==> src/rtl/pipe_ctrl_unit.sv <==
// pipe_ctrl_unit: ID decode into registered ID/EX control with load-use/branch stall and branch/jump flush; in: clk, rst, IF/ID opcode/func/rs/rt/rd, equal/not_equal, nop_in; out: pc_write, ifid_write, ifid_flush, pc_src, ex_* bundle, mul_busy; optional multi-cycle MULT under CU_MULT_EN
module pipe_ctrl_unit #(
  parameter int RA_W = 5,
  parameter int ALUOP_W = 3,
  parameter int MUL_CYCLES = 4
) (
  input  logic               clk,
  input  logic               rst,
  input  logic [5:0]         opcode,
  input  logic [5:0]         func,
  input  logic [RA_W-1:0]    rs,
  input  logic [RA_W-1:0]    rt,
  input  logic [RA_W-1:0]    rd,
  input  logic               equal,
  input  logic               not_equal,
  input  logic               nop_in,
  output logic               pc_write,
  output logic               ifid_write,
  output logic               ifid_flush,
  output logic [1:0]         pc_src,
  output logic               ex_reg_write,
  output logic               ex_mem_read,
  output logic               ex_mem_write,
  output logic               ex_mem_to_reg,
  output logic               ex_alu_src,
  output logic               ex_reg_dest,
  output logic [ALUOP_W-1:0] ex_alu_op,
  output logic [RA_W-1:0]    ex_dest,
  output logic               mul_busy
);
  typedef struct packed {
    logic reg_write;
    logic mem_read;
    logic mem_write;
    logic mem_to_reg;
    logic alu_src;
    logic reg_dest;
    logic [ALUOP_W-1:0] alu_op;
    logic [RA_W-1:0] dest;
  } ctrl_t;
  localparam ctrl_t BUBBLE = ctrl_t'({6'b0, {ALUOP_W{1'b1}}, {RA_W{1'b0}}});
  ctrl_t d, ex, nxt;
  logic is_r, is_lw, is_sw, is_beq, is_bne, is_j, r_ok, uses_rs, uses_rt;
  logic rs_ex, rt_ex, rs_mem, rt_mem, hold, load_use, br_stall, stall, take;
  logic [ALUOP_W-1:0] r_op;
  logic mem_rd;
  logic [RA_W-1:0] mem_dest;
  assign is_r   = opcode == 6'b000000;
  assign is_lw  = opcode == 6'b100011;
  assign is_sw  = opcode == 6'b101011;
  assign is_beq = opcode == 6'b000100;
  assign is_bne = opcode == 6'b000101;
  assign is_j   = opcode == 6'b000010;
  assign uses_rs = is_r || is_lw || is_sw || is_beq || is_bne;
  assign uses_rt = is_r || is_sw || is_beq || is_bne;
  always_comb begin
    r_ok = 1'b1;
    case (func)
      6'b100000: r_op = ALUOP_W'(0);
      6'b100010: r_op = ALUOP_W'(1);
      6'b100100: r_op = ALUOP_W'(2);
      6'b100101: r_op = ALUOP_W'(3);
      6'b101010: r_op = ALUOP_W'(4);
`ifdef CU_MULT_EN
      6'b011000: r_op = ALUOP_W'(5);
`endif
      default: begin
        r_op = '1;
        r_ok = 1'b0;
      end
    endcase
  end
  always_comb begin
    d = BUBBLE;
    if (is_r && r_ok) begin
      d.reg_write = 1'b1;
      d.reg_dest  = 1'b1;
      d.alu_op    = r_op;
      d.dest      = rd;
    end
    if (is_lw) begin
      d.reg_write  = 1'b1;
      d.mem_read   = 1'b1;
      d.mem_to_reg = 1'b1;
      d.alu_src    = 1'b1;
      d.alu_op     = '0;
      d.dest       = rt;
    end
    if (is_sw) begin
      d.mem_write = 1'b1;
      d.alu_src   = 1'b1;
      d.alu_op    = '0;
    end
  end
  assign rs_ex  = uses_rs && rs != '0 && rs == ex.dest;
  assign rt_ex  = uses_rt && rt != '0 && rt == ex.dest;
  assign rs_mem = uses_rs && rs != '0 && rs == mem_dest;
  assign rt_mem = uses_rt && rt != '0 && rt == mem_dest;
  assign hold     = mul_busy;
  assign load_use = ex.mem_read && (rs_ex || rt_ex);
  // branches compare in ID, so they also wait on ALU results in EX and loads still in MEM
  assign br_stall = (is_beq || is_bne) && ((ex.reg_write && (rs_ex || rt_ex)) || (mem_rd && (rs_mem || rt_mem)));
  assign stall    = !hold && (load_use || br_stall);
  assign take     = !hold && !stall && !nop_in && ((is_beq && equal) || (is_bne && not_equal) || is_j);
  assign pc_write   = !(hold || stall);
  assign ifid_write = pc_write;
  assign ifid_flush = take;
  assign pc_src     = take ? (is_j ? 2'd2 : 2'd1) : 2'd0;
  assign nxt        = (stall || nop_in) ? BUBBLE : d;
  always_ff @(posedge clk) begin
    if (rst) begin
      ex       <= BUBBLE;
      mem_rd   <= 1'b0;
      mem_dest <= '0;
    end else begin
      mem_rd   <= !hold && ex.mem_read;
      mem_dest <= hold ? '0 : ex.dest;
      if (!hold) ex <= nxt;
    end
  end
  assign ex_reg_write  = ex.reg_write;
  assign ex_mem_read   = ex.mem_read;
  assign ex_mem_write  = ex.mem_write;
  assign ex_mem_to_reg = ex.mem_to_reg;
  assign ex_alu_src    = ex.alu_src;
  assign ex_reg_dest   = ex.reg_dest;
  assign ex_alu_op     = ex.alu_op;
  assign ex_dest       = ex.dest;
`ifdef CU_MULT_EN
  localparam int CW = $clog2(MUL_CYCLES);
  typedef enum logic {IDLE, BUSY} mstate_t;
  mstate_t st, st_n;
  logic [CW-1:0] cnt, cnt_n;
  always_ff @(posedge clk) begin
    if (rst) begin
      st  <= IDLE;
      cnt <= '0;
    end else begin
      st  <= st_n;
      cnt <= cnt_n;
    end
  end
  // the capture edge counts as the first EX cycle, so BUSY spans MUL_CYCLES-1 more
  always_comb begin
    st_n  = st;
    cnt_n = cnt;
    if (st == BUSY) begin
      cnt_n = cnt - 1'b1;
      st_n  = (cnt_n == '0) ? IDLE : BUSY;
    end else if (!stall && !nop_in && is_r && func == 6'b011000) begin
      cnt_n = CW'(MUL_CYCLES - 1);
      st_n  = BUSY;
    end
  end
  assign mul_busy = st == BUSY;
`else
  assign mul_busy = 1'b0;
`endif
endmodule

==> config.mk <==
export PLATFORM = sky130hd
export DESIGN_NAME = pipe_ctrl_unit
export DESIGN_NICKNAME = d
export VERILOG_FILES = /design/src/rtl/pipe_ctrl_unit.sv
export SDC_FILE = /design/constraint.sdc
export NUM_CORES = 1
export LEC_CHECK = 0
export ABC_AREA = 1
export ABC_CLOCK_PERIOD_IN_PS = 4900
export CAP_MARGIN = 40
export CORE_MARGIN = 8
export CORE_UTILIZATION = 43
export CTS_CLUSTER_DIAMETER = 30
export DETAILED_ROUTE_END_ITERATION = 10
export HOLD_SLACK_MARGIN = 0.15
export PLACE_DENSITY = 0.79
export SYNTH_ARGS = -nofsm -noshare
export SYNTH_HDL_FRONTEND = slang
export SYNTH_SLANG_ARGS = --single-unit
==> constraint.sdc <==
create_clock -name clk -period 4.9 [get_ports clk]
set_input_delay 1.47 -clock clk [delete_from_list [all_inputs] [get_ports clk]]
set_output_delay 1.47 -clock clk [all_outputs]
set_load 0.1 [all_outputs]
==> impl_metrics.yaml <==
worst_hold_path:
  min-delay-start: "ex_mem_read"
  worstHoldPathCells: 2
  hold_end: "mem_rd"
  hp-class: "flip-flop to flip-flop"
yosys:
  synth_top_family_by_area: "simple AND/OR/NAND/NOR gates"
  syn_area_um2: 1221
  synth_top_cell_area_share_pct: 31.15
  synth_fp_nets: 227
  yosysTopAreaCell: "dfxtp_1"
  avgSynthCellArea_um2: 6.262
  synthMuxAreaShare_pct: 0
  synth_seq_cells: 19
  ys_seq_area_share_pct: 31.15
  synth.area.top_cells: "dfxtp_1 31%, nand2_1 20%, inv_1 8.3%, nand3_1 7.8%, nor2_1 7.1%"
  yosys.area_share.simple_pct: 44.06
  syn_inst: 195
  synthAdderAreaFrac_pct: 0
  yosysWarningCount: 0
  synth_cell_type_count: 22
  synth_compound_area_share_pct: 6.967
  synth_xor_area_share_pct: 5.738
global_route:
  grt_max_degree: 11
  antenna_found_initial: 0
  grt_pass1_wl_mm: 6.458
  overflow: 0
  grt_usage_pct: 15.81
  first_global_vias: 1395
floorplanning:
  rows: 19
  coreArea_um2: 2734
  die_w_um: 69.29
  fp.dieArea_um2: 4801
  start_util_pct: 44.67
  num_io_pins: 52
  die_h_um: 69.29
timing:
  min_period_over_period_pct: 97.85
  clock_skew_ns: 0.003229
  hold_slack_ns: 0.4928
  setup_viol: 0
  finalHoldViolCount: 0
  min_period_ns: 4.795
  slew_violations: 0
  clock.fmax_mhz: 208.6
clock_network:
  root_buffer: "clkbuf_4"
  clkLatencyLatePin_ns: 0.30
  ctsLongestPathBuffers: 2
  htreeDepth: 1
  clk_pin_slew_ns: 0.12
  cts_made_buffers: 3
  cts_tree: "yes"
  clock-sinks: 19
  holdBufCountCts: 0
pwr:
  power.total_mw: 0.3125
  power.leakage_nw: 0.9376
  vdd_drop_max_mv: 0.1352
  power_density_nw_per_um2: 148.5
layout:
  antenna_cells: 0
  final_cell_area_um2: 2105
  nNetsFinal: 294
  syn_to_final_growth_pct: 72.34
  drive_above_1_share_pct: 18.39
placed_design:
  placed_area_um2: 2041
  routabilityCongestion: 0.8796
  numPortBuffers: 50
  hpwlAfterDp_mm: 3.177
worst_setup_path:
  setup.worst_path.start: "opcode[1]"
  cp.arrival_ns: 3.32
  setup.worst_path.end_class: "primary output"
  critical_path_class: "input port to primary output"
  r2r_end: "ex_dest[0]"
  cp.required_ns: 3.43
  reg2reg_depth: 14
  critical_path.max_fanout: 5
  reg2reg_from: "ex_dest[2]"
  r2r_slack_ns: 3.09
  startpoint_type: "input port"
status:
  status: "completed"
detailed_routing:
  drt_iter0_markers: 71
  drtAntennaViolNets: 0
  wl_mm: 3.905
  first_pass_iters: 4
  drc: 0
  num_vias: 1455
  wire_per_inst_um: 13.37
  post_drt_via_cell_ratio: 4.983
run:
  maxCapViolCount: 0
registers in the layout, summed over array words and instances (netlist names):
| register | cells |
|---|---|
| mem_rd | 1 |
| ex_mem_write | 1 |
| mem_dest | 5 |
| ex_dest | 5 |
| ex_reg_write | 1 |
| ex_reg_dest | 1 |
| ex_alu_src | 1 |
| ex_alu_op | 3 |
| ex_mem_read | 1 |
cell usage after synthesis:
master,count
inv_2,3
nor2_1,23
nand4_1,3
dfxtp_1,19
inv_6,1
nor2_2,4
xnor2_1,8
inv_1,27
buf_4,3
nand3_2,4
conb_1,1
a21oi_2,5
o21ai_1,1
and3_2,1
a31oi_1,1
a211oi_1,1
nand3_1,19
o211ai_1,2
a21boi_0,1
nor3_1,2
nor2_4,1
nand2_1,65
cell families (layout without fill, tap and decap cells):
logic type / after synthesis / after routing
DFF: 19 / 19
buffers and inverters: 34 / 100
xor gates and xnor gates: 8 / 8
AOI/OAI and AO/OA: 11 / 11
other: 1 / 1
and+or+nand+nor: 122 / 122
stage by stage:
| step | setup WS (ns) | utilization (%) | cells | setup TNS, ns |
|---|---|---|---|---|
| after global placement | 0.1598 | 66.04 | 273 | 0 |
| after detailed placement | 0.08966 | 74.65 | 287 | 0 |
| after CTS | 0.08300 | 75.61 | 291 | 0 |
| after global routing | -0.004685 | 76.98 | 292 | -0.004685 |
| after floorplan | -0.08142 | - | 195 | -0.08142 |
| final | 0.1054 | 76.98 | 292 | 0 |
layout by cell type (no fill, tap or decap):
cell              n
nand2_1          64
clkdlybuf4s50_1  42
inv_1            27
nor2_1           22
dfxtp_1          19
nand3_1          18
buf_8            12
xnor2_1           8
nor2_2            5
a21oi_2           5
buf_12            5
nand3_2           4
inv_2             3
nand4_1           3
clkbuf_4          3
dlymetal6s2s_1    3
nor3_1            2
o211ai_1          2
buf_16            2
a21boi_2          1
and3_2            1
nand2_2           1
nand3_4           1
a31oi_2           1
a211oi_4          1
o21ai_1           1
nor2_4            1
inv_6             1
conb_1            1
clkbuf_1          1
buf_4             1
critical path: stages:
cell and delay, ns:
clkdlybuf4s50_1 0.45, inv_2 0.10, nor2_1 0.07, nand3_2 0.13
nand3_1 0.11, nand3_1 0.09, nand2_1 0.07, nand2_1 0.06
nand2_1 0.09, nand2_2 0.09, nand3_4 0.11, a211oi_4 0.27
buf_12 0.21
report_power, final:
group / switching (mW) / internal, mW / total (mW)
logic: 0.0377 / 0.0343 / 0.0720
registers: 0.000288 / 0.155 / 0.155
clock network: 0.0536 / 0.0317 / 0.0854
layer usage:
layer  wire length (µm)  track usage (%)  up-vias  share of wire, %
met5                  0                0        -                 0
met4                100            7.062        0               2.6
met1               1569            17.57      653                40
li1                   -                -      731                 -
met3                262            3.290        8               6.7
met2               1973            27.97       63                51
what timing repair did:
item / 4_1_cts / 5_1_grt
resized for setup: 0 / 7
endpoints found under the setup margin: 0 / 3
hold endpoints to repair: 0 / 0
buffers inserted: 0 / 1
final cells by class:
| class | instances | area (µm²) |
|---|---|---|
| fillers | 194 | 629.4 |
| inverters | 31 | 121.4 |
| well taps | 31 | 38.79 |
| repair buffers | 65 | 800.8 |
| flip-flops and latches | 19 | 380.4 |
| multi-input cells | 142 | 737.0 |
| clock buffers | 4 | 26.28 |
how the worst max path moves through the flow:
stage	end	slack [ns]	depth (start not counted)
2_1_floorplan	pc_src[0]	-0.08	11
3_3_place_gp	pc_src[0]	0.16	12
3_5_place_dp	pc_src[0]	0.09	13
4_1_cts	pc_src[0]	0.08	13
5_1_grt	pc_src[0]	-0.005	14
6_report	pc_src[0]	0.11	13
Note: power is estimated with default switching activity, not from simulation.
